**config.mk**
```make
export PLATFORM = sky130hd
export DESIGN_NAME = sram_arbiter
export DESIGN_NICKNAME = d
export VERILOG_FILES = /design/src/rtl/sram_arbiter.sv
export SDC_FILE = /design/constraint.sdc
export NUM_CORES = 1
export LEC_CHECK = 0
export ABC_CLOCK_PERIOD_IN_PS = 2700
export BUFFER_PORTS_ARGS = -buffer_cell sky130_fd_sc_hd__buf_2
export CORE_ASPECT_RATIO = 0.8
export CORE_MARGIN = 1
export CORE_UTILIZATION = 47
export CTS_CLUSTER_DIAMETER = 80
export DETAILED_ROUTE_END_ITERATION = 12
export GPL_ROUTABILITY_DRIVEN = 0
export PLACE_DENSITY = 0.93
export SLEW_MARGIN = 20
export SYNTH_ARGS = -nofsm -noshare
export SYNTH_HDL_FRONTEND = slang
export SYNTH_SLANG_ARGS = --single-unit
```
**constraint.sdc**
```tcl
create_clock -name clk -period 2.7 [get_ports clk]
set_clock_uncertainty 0.05 [all_clocks]
set_input_delay 0.54 -clock clk [delete_from_list [all_inputs] [get_ports clk]]
set_output_delay 0.54 -clock clk [all_outputs]
set_load 0.05 [all_outputs]
```
**src/rtl/sram_arbiter.sv**
```systemverilog
`default_nettype none
// ============================================================================
// Module   : sram_arbiter
// Brief    : Two-port (CPU / DMA) req/ack arbiter and fixed-sequence access
//            engine for a 256K x 16 asynchronous SRAM. Define SRAM_ARB_RR_EN
//            for round-robin arbitration; default is fixed CPU priority.
// Revision : 1.0 - initial release
// ============================================================================
module sram_arbiter #(
    parameter int AW = 18,
    parameter int DW = 16
) (
    input  logic          clk,
    input  logic          nReset,

    input  logic          cpu_req,
    input  logic          cpu_we,
    input  logic [1:0]    cpu_sel,
    input  logic [AW-1:0] cpu_adr,
    input  logic [DW-1:0] cpu_wdat,
    output logic [DW-1:0] cpu_rdat,
    output logic          cpu_ack,

    input  logic          dma_req,
    input  logic          dma_we,
    input  logic [1:0]    dma_sel,
    input  logic [AW-1:0] dma_adr,
    input  logic [DW-1:0] dma_wdat,
    output logic [DW-1:0] dma_rdat,
    output logic          dma_ack,

    output logic [AW-1:0] sram_addr,
    output logic [DW-1:0] sram_dq_o,
    output logic          sram_dq_oe,
    input  logic [DW-1:0] sram_dq_i,
    output logic          sram_ce_n,
    output logic          sram_oe_n,
    output logic          sram_we_n,
    output logic          sram_ub_n,
    output logic          sram_lb_n
);

    typedef enum logic [2:0] {
        S_IDLE = 3'd0,
        S_RD0  = 3'd1,
        S_RD1  = 3'd2,
        S_WR0  = 3'd3,
        S_WR1  = 3'd4,
        S_WR2  = 3'd5
    } state_t;

    state_t        state_q, state_d;
    logic          grant_q, grant_d;      // 0 = CPU, 1 = DMA
    logic [1:0]    sel_q, sel_d;
    logic [AW-1:0] addr_q, addr_d;
    logic [DW-1:0] dq_o_q, dq_o_d;
    logic          dq_oe_q, dq_oe_d;
    logic          ce_n_q, ce_n_d;
    logic          oe_n_q, oe_n_d;
    logic          we_n_q, we_n_d;
    logic          ub_n_q, ub_n_d;
    logic          lb_n_q, lb_n_d;
    logic          cpu_ack_q, cpu_ack_d;
    logic          dma_ack_q, dma_ack_d;
    logic [DW-1:0] cpu_rdat_q, cpu_rdat_d;
    logic [DW-1:0] dma_rdat_q, dma_rdat_d;
`ifdef SRAM_ARB_RR_EN
    logic          last_q, last_d;        // 1 = DMA was granted last
`endif

    logic          finishing;
    logic          cpu_elig;
    logic          dma_elig;
    logic          win_cpu;
    logic          win_dma;
    logic          win_we;

    always_comb begin
        state_d    = state_q;
        grant_d    = grant_q;
        sel_d      = sel_q;
        addr_d     = addr_q;
        dq_o_d     = dq_o_q;
        cpu_rdat_d = cpu_rdat_q;
        dma_rdat_d = dma_rdat_q;
        win_we     = 1'b0;

        finishing  = (state_q == S_RD1) || (state_q == S_WR2);
        cpu_ack_d  = finishing && !grant_q;
        dma_ack_d  = finishing &&  grant_q;

        if (state_q == S_RD1) begin
            if (grant_q) begin
                dma_rdat_d = sram_dq_i;
            end else begin
                cpu_rdat_d = sram_dq_i;
            end
        end

        // The port being acked at this edge still shows its old request; keep it out.
        cpu_elig = cpu_req && !cpu_ack_d;
        dma_elig = dma_req && !dma_ack_d;

`ifdef SRAM_ARB_RR_EN
        last_d  = last_q;
        win_cpu = cpu_elig && (!dma_elig || last_q);
        win_dma = dma_elig && !win_cpu;
`else
        // Raw cpu_req blocks DMA even while the CPU is masked, so DMA never slips in.
        win_cpu = cpu_elig;
        win_dma = dma_elig && !cpu_req;
`endif

        case (state_q)
            S_RD0:   state_d = S_RD1;
            S_WR0:   state_d = S_WR1;
            S_WR1:   state_d = S_WR2;
            default: begin
                // IDLE and the last cycle of an access both hand the slot to a new winner.
                state_d = S_IDLE;
                if (win_cpu || win_dma) begin
                    grant_d = win_dma;
                    sel_d   = win_dma ? dma_sel : cpu_sel;
                    addr_d  = win_dma ? dma_adr : cpu_adr;
                    win_we  = win_dma ? dma_we  : cpu_we;
                    if (win_we) begin
                        state_d = S_WR0;
                        dq_o_d  = win_dma ? dma_wdat : cpu_wdat;
                    end else begin
                        state_d = S_RD0;
                    end
`ifdef SRAM_ARB_RR_EN
                    last_d = win_dma;
`endif
                end
            end
        endcase

        ce_n_d  = 1'b1;
        oe_n_d  = 1'b1;
        we_n_d  = 1'b1;
        ub_n_d  = 1'b1;
        lb_n_d  = 1'b1;
        dq_oe_d = 1'b0;
        case (state_d)
            S_RD0, S_RD1: begin
                ce_n_d = 1'b0;
                oe_n_d = 1'b0;
                ub_n_d = ~sel_d[1];
                lb_n_d = ~sel_d[0];
            end
            S_WR0, S_WR2: begin
                ce_n_d  = 1'b0;
                dq_oe_d = 1'b1;
                ub_n_d  = ~sel_d[1];
                lb_n_d  = ~sel_d[0];
            end
            S_WR1: begin
                ce_n_d  = 1'b0;
                we_n_d  = 1'b0;
                dq_oe_d = 1'b1;
                ub_n_d  = ~sel_d[1];
                lb_n_d  = ~sel_d[0];
            end
            default: begin
            end
        endcase
    end

    always_ff @(posedge clk or negedge nReset) begin
        if (!nReset) begin
            state_q    <= S_IDLE;
            grant_q    <= 1'b0;
            sel_q      <= 2'b00;
            addr_q     <= '0;
            dq_o_q     <= '0;
            dq_oe_q    <= 1'b0;
            ce_n_q     <= 1'b1;
            oe_n_q     <= 1'b1;
            we_n_q     <= 1'b1;
            ub_n_q     <= 1'b1;
            lb_n_q     <= 1'b1;
            cpu_ack_q  <= 1'b0;
            dma_ack_q  <= 1'b0;
            cpu_rdat_q <= '0;
            dma_rdat_q <= '0;
`ifdef SRAM_ARB_RR_EN
            last_q     <= 1'b1;
`endif
        end else begin
            state_q    <= state_d;
            grant_q    <= grant_d;
            sel_q      <= sel_d;
            addr_q     <= addr_d;
            dq_o_q     <= dq_o_d;
            dq_oe_q    <= dq_oe_d;
            ce_n_q     <= ce_n_d;
            oe_n_q     <= oe_n_d;
            we_n_q     <= we_n_d;
            ub_n_q     <= ub_n_d;
            lb_n_q     <= lb_n_d;
            cpu_ack_q  <= cpu_ack_d;
            dma_ack_q  <= dma_ack_d;
            cpu_rdat_q <= cpu_rdat_d;
            dma_rdat_q <= dma_rdat_d;
`ifdef SRAM_ARB_RR_EN
            last_q     <= last_d;
`endif
        end
    end

    assign sram_addr  = addr_q;
    assign sram_dq_o  = dq_o_q;
    assign sram_dq_oe = dq_oe_q;
    assign sram_ce_n  = ce_n_q;
    assign sram_oe_n  = oe_n_q;
    assign sram_we_n  = we_n_q;
    assign sram_ub_n  = ub_n_q;
    assign sram_lb_n  = lb_n_q;
    assign cpu_ack    = cpu_ack_q;
    assign dma_ack    = dma_ack_q;
    assign cpu_rdat   = cpu_rdat_q;
    assign dma_rdat   = dma_rdat_q;

endmodule
`default_nettype wire

```
* Word-level counts from Yosys, hierarchy flattened
Index checks and enable logic that the tools add are counted.
** Word-level totals
- Bits in registers :: 80
- Input bits :: 94
- Word-level logic and storage cells :: 63
** Operators by class
- Equality and inequality tests :: 10
- Multiplexer cells :: 15
- Bitwise logic cells :: 4
- Reductions and logical operators :: 19
** Operators by type and width (count)
- $mux W18 :: 1
- $mux W16 :: 1
- $eq A3 B2 Y1 const B :: 4
- $eq A3 B3 Y1 const B :: 4
- $mux W2 :: 5
- $pmux W3 S3 :: 1
- $mux W1 :: 7
- $eq A3 B1 Y1 const B :: 2
- $reduce_and A2 Y1 :: 3
- $reduce_or A3 Y1 :: 2
- $logic_and A1 B1 Y1 :: 5
- $reduce_or A5 Y1 :: 1
- $logic_not A1 Y1 :: 4
- $not A1 Y1 :: 4
- $reduce_and A3 Y1 :: 1
- $logic_or A1 B1 Y1 :: 2
- $reduce_or A2 Y1 :: 1

* Longest topological paths before layout
- Word-level depth :: 13
- Mapped depth :: 7
- Gate-level depth less buffers :: 4

* Least setup slack after synthesis
Ideal clock, no wire load.
- Path kind :: register -> register
- Start :: register state_q[1]
- End :: register dq_o_q[10] (netlist: sram_dq_o[10])
- Setup time :: 0.094 ns
- Arrival :: 1.699 ns
- Data required time :: 2.556 ns
- Setup slack :: 0.858 ns
- Cell stages (with the launch flop) :: 8
- Cells stage by stage :: dfrtp_1 > or3b_1 > buf_2 > o2111a_2 > and3_4 > buf_6 > buf_6 > a221oi_2
** Between the ends
- Longest elaborated chain between the ends :: 8
- Elaborated cells on any way between the ends :: 19
** RTL lines
- from (decl) :: line 52 : state_t state_q, state_d;
- from (signal assigned) :: line 191 : state_q <= state_d;
- $eq A3 B2 Y1 or $eq A3 B3 Y1 (tied branches) :: line 88 : finishing = (state_q == S_RD1) || (state_q == S_WR2);
- $logic_or A1 B1 Y1 :: line 88
- $logic_and A1 B1 Y1 :: line 90 : dma_ack_d = finishing && grant_q;
- $logic_not A1 Y1 :: line 102 : dma_elig = dma_req && !dma_ack_d;
- $logic_and A1 B1 Y1 :: line 102
- $logic_and A1 B1 Y1 :: line 111 : win_dma = dma_elig && !cpu_req;
- $mux W1 or $logic_or A1 B1 Y1 (tied branches) :: line 125, 121
- $reduce_and A3 Y1 (no source line)
- to (signal assigned) :: line 195 : dq_o_q <= dq_o_d;
- to (decl) :: line 56 : logic [DW-1:0] dq_o_q, dq_o_d;
Several ways; a longest one is shown, not always the timed one.
A chain may end at the register's enable or synchronous reset.

* Worst setup path in the final report
- Start :: register state_q[2]
- End :: register sel_q[0]
** Between the ends
- Longest elaborated chain between the ends :: 9
- Elaborated cells on any way between the ends :: 18
** RTL lines
- $eq A3 B2 Y1 or $eq A3 B3 Y1 (tied branches) :: line 88
- $logic_or A1 B1 Y1 :: line 88
- $logic_and A1 B1 Y1 :: line 90
- $logic_not A1 Y1 :: line 102
- $logic_and A1 B1 Y1 :: line 102
- $logic_and A1 B1 Y1 :: line 111
- $mux W2 or $logic_or A1 B1 Y1 (tied branches) :: line 123, 121
- $mux W2 :: line 121 : if (win_cpu || win_dma) begin
- $mux W2 * :: line 114 : case (state_q)
- via sel_d[0] :: line 54 : logic [1:0] sel_q, sel_d;
- to (signal assigned) :: line 193 : sel_q <= sel_d;
- to (decl) :: line 54
The timed path passes the listed nets; every way through them passes the cells marked *.

==> flow_summary.json <==
{
  "clk_latency_ns": 0.34,
  "post-dp-hpwl_um": 6050,
  "path_cells": "or3b_1, o2111ai_4, buf_4, nand2b_1, o21a_1",
  "final_common_cell": "buf_2",
  "clockBufferDepth": 2,
  "yosysWarnings": 0,
  "drive_above_1_share_pct": 45.2,
  "ys_dominant_reg_cell": "dfrtp_1",
  "path_clk_slew_ns": 0.09,
  "root_buffer": "clkbuf_8",
  "finalNetCount": 589,
  "diodes": 0,
  "p_leak_nw": 2.51,
  "syn_inst": 336,
  "synth_top_area_share_pct": 52.1,
  "cp-end-kind": "register",
  "max_stage_delay_ns": 0.57,
  "grt_usage_pct": 21.2,
  "fp-row-count": 28,
  "drv_cap": 0,
  "avgViaCountPerCell": 4.93,
  "r2r_slack_ns": 0.43,
  "synthesis.nets": 430,
  "syn_area_sq_um": 3600,
  "grt-ovfl-total": 0,
  "cp_slowest_cell": "dfrtp_1",
  "synthArstFlopShare_pct": 100,
  "fmax_mhz": 441,
  "power_mw": 7.03,
  "fin_tns_setup_ns": 0,
  "place_worst_setup_slack_ns": 0.379,
  "hp-class": "input port to asynchronous set/reset pin",
  "reg2reg_depth": 5,
  "cts_resized": 0,
  "die_y_um": 80.3,
  "rsz0062_at_grt": "false",
  "synth-seq-cells": 80,
  "dp.cells": 589,
  "powerDensity_nw_per_um2": 1500,
  "crit_family": "simple AND/OR/NAND/NOR gates",
  "outcome": "finished clean",
  "timing.final.ws_setup_ns": 0.434,
  "drt_iter0_drc": 78,
  "port_buffers": 167,
  "setup-violations-final": 0,
  "cts_buffers": 9,
  "postCtsHoldBufs": 0,
  "path_buf_inv": 1,
  "dieArea_sq_um": 8020,
  "vias": 2985,
  "yosysTopAreaCell": "dfrtp_1",
  "final_cells": 605,
  "rr_endpoint": "sel_q[0]",
  "antenna_found_initial": 0,
  "syn_avg_cell_area_sq_um": 10.7,
  "mostFrequentLayoutCells": "buf_2, dfrtp_1, nand2_1",
  "firstDrtPassIters": 4,
  "die_x_um": 99.9,
  "critical_path_class": "register to register",
  "cts_tree": "done",
  "ant_nets": 0,
  "hold_viol": 0,
  "slew_viol_final": 0,
  "vdd_ir_drop_max_mv": 0.796,
  "critPathArrivalTime_ns": 2.45,
  "grt_pass1_wl_um": 13200,
  "start_kind": "register",
  "post-route-min-period_ns": 2.27,
  "post-route-period-util_pct": 83.9,
  "synth_edf_count": 0,
  "htreeDepth": 3,
  "cp.required_ns": 2.89,
  "tightest_slew_ns": 0.706,
  "drcViolationCount": 0,
  "relSlewSlack_pct": 53.0,
  "synthTopCellsByArea": "dfrtp_1, nand2_1, mux2_2",
  "timing.rr.start": "state_q[2]",
  "crit_end": "sel_q[0]",
  "startpoint": "state_q[2]",
  "cp_max_fo": 40,
  "cp.depth": 5,
  "holdWs_ns": 0.163,
  "coreArea_sq_um": 7390,
  "grt_max_degree": 81,
  "wl_per_cell_um": 13.6,
  "postCtsSetupBuffers": 0,
  "finalWirelength_um": 8200,
  "io_pins": 168,
  "start_util_pct": 48.7,
  "syn_to_final_growth_pct": 30.3,
  "n_fill_cell": 639,
  "cts.sinks": 80,
  "grt_pass1_vias": 2942,
  "ys_seq_area_share_pct": 55.7,
  "netlist-cell-type-count": 39
}
## flip-flops by register name, summed over array words and instances, names as in the netlist
signal      count
cpu_ack         1
cpu_rdat       16
dma_ack         1
dma_rdat       16
grant_q         1
sel_q           2
sram_addr      18
sram_ce_n       1
sram_dq_o      16
sram_dq_oe      1
sram_lb_n       1
sram_oe_n       1
sram_ub_n       1
sram_we_n       1
state_q         3
## area by class of cell
type	instances	area, sq um	area share (%)
Clock buffer	9	124	2.64
Clock inverter	7	78.8	1.68
Inverter	35	131	2.80
Multi-Input combinational cell	198	1350	28.8
Sequential cell	80	2010	42.8
Tap cell	105	131	2.80
Timing Repair Buffer	171	872	18.6
## power by group
part | total, mW | switching [mW] | internal (mW)
clock network | 0.889 | 0.453 | 0.436
registers | 2.16 | 0.343 | 1.82
logic | 3.98 | 2.95 | 1.03
## synthesized netlist by cell type, types with 2 or more instances
master    instances
o211ai_1          3
a221oi_2         10
inv_1            35
nand2_1          69
o21a_1            2
nor2_1            4
mux2_2           18
mux2i_1          18
nor3_1           16
dfstp_2           5
nand3_1           2
xnor2_1           2
buf_2            12
a221oi_1          6
a21oi_1           3
buf_4             2
nor2b_1           4
o32a_1            2
clkbuf_1          6
o21ai_0          19
buf_6             3
dfrtp_1          75
nand2b_1          4
## layer usage
| metal | GRT usage, % | routed length [um] | vias to the layer above | share of wire (%) |
|---|---|---|---|---|
| met5 | 0 | 0 | - | 0 |
| met4 | 4.12 | 82 | 0 | 1.0 |
| met2 | 37.1 | 4100 | 119 | 50 |
| met1 | 26.0 | 3480 | 1411 | 42 |
| li1 | - | - | 1446 | - |
| met3 | 6.44 | 539 | 9 | 6.6 |
## worst min path at each step
stage	from	to	slack [ns]	cells after the start
6_report	nReset	cpu_rdat[9]	0.16	1
2_1_floorplan	nReset	cpu_ack	0.19	0
3_5_place_dp	dma_rdat[9]	dma_rdat[9]	0.41	2
3_3_place_gp	dma_rdat[8]	dma_rdat[8]	0.40	2
5_1_grt	nReset	cpu_rdat[8]	0.22	1
4_1_cts	sram_dq_i[11]	dma_rdat[11]	0.33	3
## through the flow
stage / cell area [sq um] / utilization [%]
floorplan: 3600 / -
global placement: 4490 / 60.7
detailed placement: 4490 / 60.7
CTS: 4690 / 63.5
global route: 4700 / 63.5
finish: 4700 / 63.5
## cell families after synthesis
family                    count (synthesis)  synth area share (%)
DFF                                      80                  55.7
AOI/OAI and AO/OA                        51                  12.1
xor gates and xnor gates                  2                 0.486
and+or+nand+nor                         109                  13.8
muxes                                    36                  10.6
buffers and inverters                    58                  7.29
(Power assumes the default switching activity.)
